<file path="src/rtl/v_status_sticky_reg_pkg.sv">
// rtl/v_status_sticky_reg_pkg.sv - shared state encoding and default sizes for the sticky status register
package v_status_sticky_reg_pkg;

  typedef enum logic [1:0] {
    IDLE = 2'd0,
    RESP = 2'd1,
    HOLD = 2'd2
  } state_e;

  localparam int WIDTH_DEF = 8;
  localparam int CNT_W_DEF = 4;

endpackage

</file>
<file path="src/rtl/v_sat_counter.sv">
// rtl/v_sat_counter.sv - saturating up-counter with synchronous clear and increment enable
// Clear takes priority over increment; the count sticks at all-ones.
module v_sat_counter
  import v_status_sticky_reg_pkg::*;
#(
  parameter int CNT_W = CNT_W_DEF
) (
  input  logic             C,
  input  logic             CLR,
  input  logic             clr_i,
  input  logic             inc_i,
  output logic [CNT_W-1:0] cnt_o
);

  logic [CNT_W-1:0] cnt_q, cnt_d;

  always_comb begin
    cnt_d = cnt_q;
    if (clr_i) begin
      cnt_d = '0;
    end else if (inc_i && (cnt_q != {CNT_W{1'b1}})) begin
      cnt_d = cnt_q + 1'b1;
    end
  end

  always_ff @(posedge C or negedge CLR) begin
    if (!CLR) begin
      cnt_q <= '0;
    end else begin
      cnt_q <= cnt_d;
    end
  end

  assign cnt_o = cnt_q;

endmodule

</file>
<file path="src/rtl/v_status_sticky_reg.sv">
// rtl/v_status_sticky_reg.sv - sticky event status with clear-on-read reader port and masked IRQ
// Define STICKY_EDGE_EN to make events rising-edge qualified instead of level.
module v_status_sticky_reg
  import v_status_sticky_reg_pkg::*;
#(
  parameter int WIDTH = WIDTH_DEF,
  parameter int CNT_W = CNT_W_DEF
) (
  input  logic             C,
  input  logic             CLR,
  input  logic [WIDTH-1:0] EV,
  input  logic             MASK_WE,
  input  logic [WIDTH-1:0] MASK_D,
  input  logic             RD_REQ,
  output logic             RD_VLD,
  output logic [WIDTH-1:0] RD_DATA,
  output logic [CNT_W-1:0] RD_OVF,
  output logic             IRQ
);

  state_e           state_q, state_d;
  logic [WIDTH-1:0] status_q, status_d;
  logic [WIDTH-1:0] mask_q;
  logic [WIDTH-1:0] rd_data_q;
  logic [CNT_W-1:0] rd_ovf_q;
  logic [CNT_W-1:0] ovf_cnt;
  logic [WIDTH-1:0] ev_set;
  logic             irq_q;
  logic             capture;
  logic             ovf_hit;

`ifdef STICKY_EDGE_EN
  logic [WIDTH-1:0] ev_q;

  always_ff @(posedge C or negedge CLR) begin
    if (!CLR) begin
      ev_q <= '0;
    end else begin
      ev_q <= EV;
    end
  end

  assign ev_set = EV & ~ev_q;
`else
  assign ev_set = EV;
`endif

  always_comb begin
    state_d = state_q;
    capture = 1'b0;
    case (state_q)
      IDLE: begin
        if (RD_REQ) begin
          state_d = RESP;
          capture = 1'b1;
        end
      end
      RESP:    state_d = RD_REQ ? HOLD : IDLE;
      HOLD:    if (!RD_REQ) state_d = IDLE;
      default: state_d = IDLE;
    endcase
  end

  // Set wins over the clear-on-read so events landing on the capture edge survive.
  assign status_d = capture ? ev_set : (status_q | ev_set);
  assign ovf_hit  = ~capture & (|(ev_set & status_q));

  v_sat_counter #(
    .CNT_W(CNT_W)
  ) u_ovf_cnt (
    .C    (C),
    .CLR  (CLR),
    .clr_i(capture),
    .inc_i(ovf_hit),
    .cnt_o(ovf_cnt)
  );

  always_ff @(posedge C or negedge CLR) begin
    if (!CLR) begin
      state_q   <= IDLE;
      status_q  <= '0;
      mask_q    <= '0;
      rd_data_q <= '0;
      rd_ovf_q  <= '0;
      irq_q     <= 1'b0;
    end else begin
      state_q  <= state_d;
      status_q <= status_d;
      irq_q    <= |(status_q & mask_q);
      if (MASK_WE) begin
        mask_q <= MASK_D;
      end
      if (capture) begin
        rd_data_q <= status_q;
        rd_ovf_q  <= ovf_cnt;
      end
    end
  end

  assign RD_VLD  = (state_q == RESP);
  assign RD_DATA = rd_data_q;
  assign RD_OVF  = rd_ovf_q;
  assign IRQ     = irq_q;

endmodule

</file>
<file path="config.mk">
export PLATFORM = sky130hd
export DESIGN_NAME = v_status_sticky_reg
export DESIGN_NICKNAME = d
export VERILOG_FILES = /design/src/rtl/v_status_sticky_reg_pkg.sv /design/src/rtl/v_sat_counter.sv /design/src/rtl/v_status_sticky_reg.sv
export SDC_FILE = /design/constraint.sdc
export NUM_CORES = 1
export LEC_CHECK = 0
export ABC_AREA = 1
export CAP_MARGIN = 25
export CORE_AREA = 2 2 65 67
export DETAILED_ROUTE_END_ITERATION = 8
export DIE_AREA = 0 0 67 69
export GPL_TIMING_DRIVEN = 0
export PLACE_DENSITY_LB_ADDON = 0.1
export SLEW_MARGIN = 20
export SYNTH_ARGS = -nofsm -noshare
export SYNTH_HDL_FRONTEND = slang
export SYNTH_SLANG_ARGS = --single-unit
</file>
<file path="constraint.sdc">
create_clock -name C -period 1.05 [get_ports C]
set_input_delay 0.21 -clock C [delete_from_list [all_inputs] [get_ports C]]
set_output_delay 0.21 -clock C [all_outputs]
set_load 0.01 [all_outputs]
</file>
# == Word-level counts from Yosys, hierarchy flattened ==
# Index checks and enable logic that the tools add are counted.
# W data, S select, Z words.
# classes
add_sub_neg,1
n_eq_ne,5
n_mux,9
bitwise_logic,5
reduce_logical,6
# ops
cell,n
$and A8 B8 Y8,2
$reduce_or A8 Y1,2
$mux W4,2
$mux W8,1
$or A8 B8 Y8,1
$mux W2,3
$pmux W2 S3,1
$add A4 B1 Y4 const B,1
$ne A2 B2 Y1 const B,2
$ne A4 B4 Y1 const B,1
$eq A2 B1 Y1 const B,1
$eq A2 B2 Y1 const B,1
$logic_not A2 Y1,1
$mux W1,2
$reduce_and A2 Y1,1
$reduce_bool A2 Y1,1
$and A1 B1 Y1,1
$logic_and A1 B1 Y1,1
$not A1 Y1,1
# totals
ff_bits,35
elab_cells,33

# == Depth between registers and ports, before layout ==
# logic_depth
word_depth,7
depth_mapped,7
mapped_depth_nobuf,7

# == Modules after synthesis ==
# Synthesis repeated with hierarchy kept, for this count alone.
# hier_totals
cells_unflattened,158
area_unflattened_um2,1574.0
# modules_own_cells
module,instances,cells_per_inst,area_per_inst_um2
v_status_sticky_reg,1,129,1351.3
v_sat_counter,1,29,222.7

# == Least setup slack after synthesis ==
# OpenSTA, ideal clock, no wires.
# synth_path
kind,reg2reg
from,"register u_ovf_cnt.cnt_q[0], in the netlist u_ovf_cnt.cnt_o[0]"
to,"register u_ovf_cnt.cnt_q[2], in the netlist u_ovf_cnt.cnt_o[2]"
arrival_ns,0.942
t_required_ns,0.932
path_slack_ns,-0.010
path_stages_with_launch,6
synth_period_minus_slack_ns,1.060
path_cell_list,dfrtp_1 > ha_1 > nand3_2 > nand3_2 > nand3_1 > nand2_1
# synth_via
elab_chain_len,3
word_cells_on_any_way,6
classes_between,add/sub: 1; eq/ne: 1; mux: 2; reduce/logical: 2
# synth_lines
element,line,source
from (decl),v_sat_counter.sv:15,"logic [CNT_W-1:0] cnt_q, cnt_d;"
from (signal assigned),v_sat_counter.sv:30,cnt_q <= cnt_d;
$add A4 B1 Y4 / $ne A4 B4 Y1 (equally long branches),"v_sat_counter.sv:22, v_sat_counter.sv:21",
$mux W4 / $logic_and A1 B1 Y1 (equally long branches),v_sat_counter.sv:21,end else if (inc_i && (cnt_q != {CNT_W{1'b1}})) begin
$mux W4 / $reduce_bool A2 Y1 (equally long branches),--,
# Parallel ways exist; a longest one is shown, timed or not. The select of a mux whose other input is x is not followed.
# A chain may end at the register's enable or synchronous reset.

# == Final worst setup path ==
# layout_path
from,register state_q[1]
to,output RD_VLD
# layout_via
elab_chain_len,1
# layout_lines
element,line,source
from (decl),v_status_sticky_reg.sv:21,"state_e state_q, state_d;"
from (signal assigned),v_status_sticky_reg.sv:87,state_q <= state_d;
$eq A2 B1 Y1,v_status_sticky_reg.sv:100,assign RD_VLD = (state_q == RESP);
to (decl),v_status_sticky_reg.sv:15,"output logic RD_VLD,"
# Every way passes these cells.

==> impl_metrics.csv <==
group,metric,value,unit
global_route,antenna_found_initial,0,
clocking,cts-htree-levels,2,
layout,drive_gt1_frac,0.313,
layout,fin_nets,237,
critical_path,end_kind,"output pin",
floorplan,die-height,69,µm
synthesis,ys_ff_latch,35,
timing,tightest_slew,0.412,ns
critical_path,rrSetupSlack,-0.12,ns
routing,drtPass1Iterations,6,
timing,setup_viol,26,
floorplan,die-area,4620,µm²
critical_path,r2r-start,"state_q[1]$_DFFE_PN0P_",
synthesis,avgSynthCellArea,9.61,µm²
synthesis,synth_warnings,0,
critical_path,critPathBufInv,1,
timing,clock_skew,0.00519,ns
floorplan,rows,23,
synthesis,yosysSeqAreaShare,0.577,
clocking,cts_buffers,5,
routing,antenna_left,0,
placement,place_area,1940,µm²
critical_path,r2r.worst_path.cells,6,
synthesis,synth.distinct_cells,18,
synthesis,synth_area,1520,µm²
routing,viasPerCell,4.66,
global_route,track_usage,0.166,
power_and_ir_drop,power_density,2000,nW/µm²
layout,n_antenna_cell,0,
critical_path,cp_cell_sequence,"nor2_1, buf_2",
floorplan,ioPinCount,34,
min_path,hold_path_class,"in -> async",
timing,fin_ws,-0.122,ns
routing,drcViolationCount,0,
critical_path,slowest_stage,"dfrtp_1",
global_route,grt_overflow,0,
floorplan,core-area,3910,µm²
critical_path,criticalPathCategory,"reg -> out",
layout,final_cell_mix,"37 x nand2_1, 35 x dfrtp_1, 20 x inv_1",
critical_path,critPathTopFamily,"flip-flops",
clocking,insertion_delay,0.28,ns
clocking,cts_root_buf,"clkbuf_8",
timing,max_freq,853,MHz
synthesis,synth_fp_nets,179,
routing,wl_per_cell,12.6,µm
layout,final_common_cell,"nand2_1",
timing,slew_violations,0,
timing,rsz0062_at_grt,"true",
clocking,clockBufferDepth,2,
power_and_ir_drop,p_leak,1.12,nW
floorplan,die_w,67,µm
synthesis,synthCells,158,
clocking,cts_tree,"done",
status,outcome,"complete, but fails checks",
critical_path,path_max_fanout,3,
placement,port_buffers,33,
routing,num_vias,1243,
placement,gp_congestion,0.800,
placement,dp_hpwl,2.27,mm
global_route,grt_start_max_net_pins,21,
power_and_ir_drop,irDropWorstVdd,0.986,mV
timing,finalHoldViolCount,0,
critical_path,arrival,0.96,ns
flow_run,maxCapViolations,0,
global_route,grt_pass1_wl,5.71,mm
status,violations,"setup timing",
clocking,clkTransAtPathRegs,0.07,ns
timing,fin_crit_sh,1.12,
timing,holdWs,0.383,ns
critical_path,cp.required,0.84,ns
global_route,grt_pass1_vias,1272,
critical_path,start_kind,"flip-flop",
critical_path,rr_endpoint,"RD_DATA[4]$_DFFE_PN0P_",
layout,syn2layout_area_growth,42.4,%
timing,finalCriticalPeriod,1.17,ns
clocking,clock_sinks,35,
critical_path,slowest_delay,0.41,ns
routing,drtIter0Drc,47,
floorplan,start_util,0.388,
layout,design_area,2160,µm²
routing,wirelength,3.37,mm
timing,max_slew_margin,0.726,
==> synth_stat cells, drive strengths merged <==
| master | number | area (µm²) |
|---|---|---|
| a21oi | 1 | 5.00 |
| buf | 5 | 50.0 |
| dfrtp | 35 | 876 |
| ha | 1 | 12.5 |
| inv | 21 | 78.8 |
| nand2 | 45 | 171 |
| nand3 | 7 | 45.0 |
| nand4 | 5 | 31.3 |
| nor2 | 6 | 22.5 |
| o21ai | 19 | 133 |
| o21bai | 8 | 60.1 |
| o22ai | 4 | 25.0 |
| xor2 | 1 | 8.76 |
==> worst reg2reg max path: stages, from the launching register on <==
cell	delay [ns]
dfrtp_1	0.41
buf_6	0.13
nor2_4	0.11
nand2_4	0.11
buf_4	0.18
nand2_1	0.07
o21ai_2	0.05
==> stage by stage <==
stage | worst slack [ns] | utilization | TNS (ns) | power [W] | instances
floorplan | 0.0269 | - | 0 | 0.00252 | 158
global placement | -0.924 | 0.489 | -39.44 | 0.00305 | 241
detailed placement | -0.391 | 0.495 | -7.84 | 0.00311 | 242
CTS | -0.104 | 0.530 | -2.33 | 0.00420 | 262
global route | -0.177 | 0.553 | -3.99 | 0.00460 | 267
finish | -0.122 | 0.553 | -2.58 | 0.00432 | 267
==> metal layers <==
layer  up-vias  global-route usage  part of all wire
met5         -                   0                 0
met4         0              0.0612             0.016
met3         5              0.0489             0.043
met2        36               0.288              0.52
met1       579               0.187              0.42
li1        623                   -                 -
==> repair_timing <==
action,CTS,global route
buffers inserted,8,5
gates cloned,3,0
hold buffers,1,0
endpoints found under the setup margin,38,29
pin swaps,2,11
endpoints found under the hold margin,15,0
resized for setup,63,15
==> area by class of cell <==
| class | count | area (µm²) |
|---|---|---|
| clock buffer | 8 | 100 |
| multi-input combinational | 97 | 554 |
| buffer | 5 | 58.8 |
| sequential | 35 | 876 |
| tap | 50 | 62.6 |
| timing repair buffer | 51 | 430 |
| inverter | 21 | 81.3 |
| fill | 382 | 1750 |
==> sequential cells by signal (all words and copies together), names as in the netlist <==
register / count
IRQ: 1
RD_DATA: 8
RD_OVF: 4
mask_q: 8
state_q: 2
status_q: 8
u_ovf_cnt.cnt_o: 4
==> power by group <==
group / internal (W) / switching, W / leakage, nW / total [W]
logic: 0.000729 / 0.000693 / 0.660 / 0.00142
clock network: 0.000599 / 0.000464 / 0.0515 / 0.00106
registers: 0.00164 / 0.000197 / 0.407 / 0.00184
total: 0.00297 / 0.00135 / 1.12 / 0.00432
==> cells by family after synthesis <==
logic type               Yosys count  synth area share
AO/OA/AOI/OAI                     32             0.147
XOR/XNOR                           1           0.00577
adder cells (fa/ha/maj)            1           0.00824
buffers and inverters             26            0.0848
flip-flops                        35             0.577
AND/OR/NAND/NOR                   63             0.178
==> worst max path at each step <==
stage,end,slack (ns),cells past startpoint,from
after global routing,RD_DATA[4]$_DFFE_PN0P_,-0.18,6,state_q[1]$_DFFE_PN0P_
after global placement,mask_q[6]$_DFFE_PN0P_,-0.92,1,CLR
after CTS,u_ovf_cnt.cnt_o[3]$_DFFE_PN0P_,-0.10,6,state_q[0]$_DFFE_PN0P_
after floorplan,u_ovf_cnt.cnt_o[2]$_DFFE_PN0P_,0.03,5,u_ovf_cnt.cnt_o[0]$_DFFE_PN0P_
after detailed placement,u_ovf_cnt.cnt_o[3]$_DFFE_PN0P_,-0.39,8,EV[0]
final,RD_VLD,-0.12,2,state_q[1]$_DFFE_PN0P_
(Power assumes the default switching activity.)
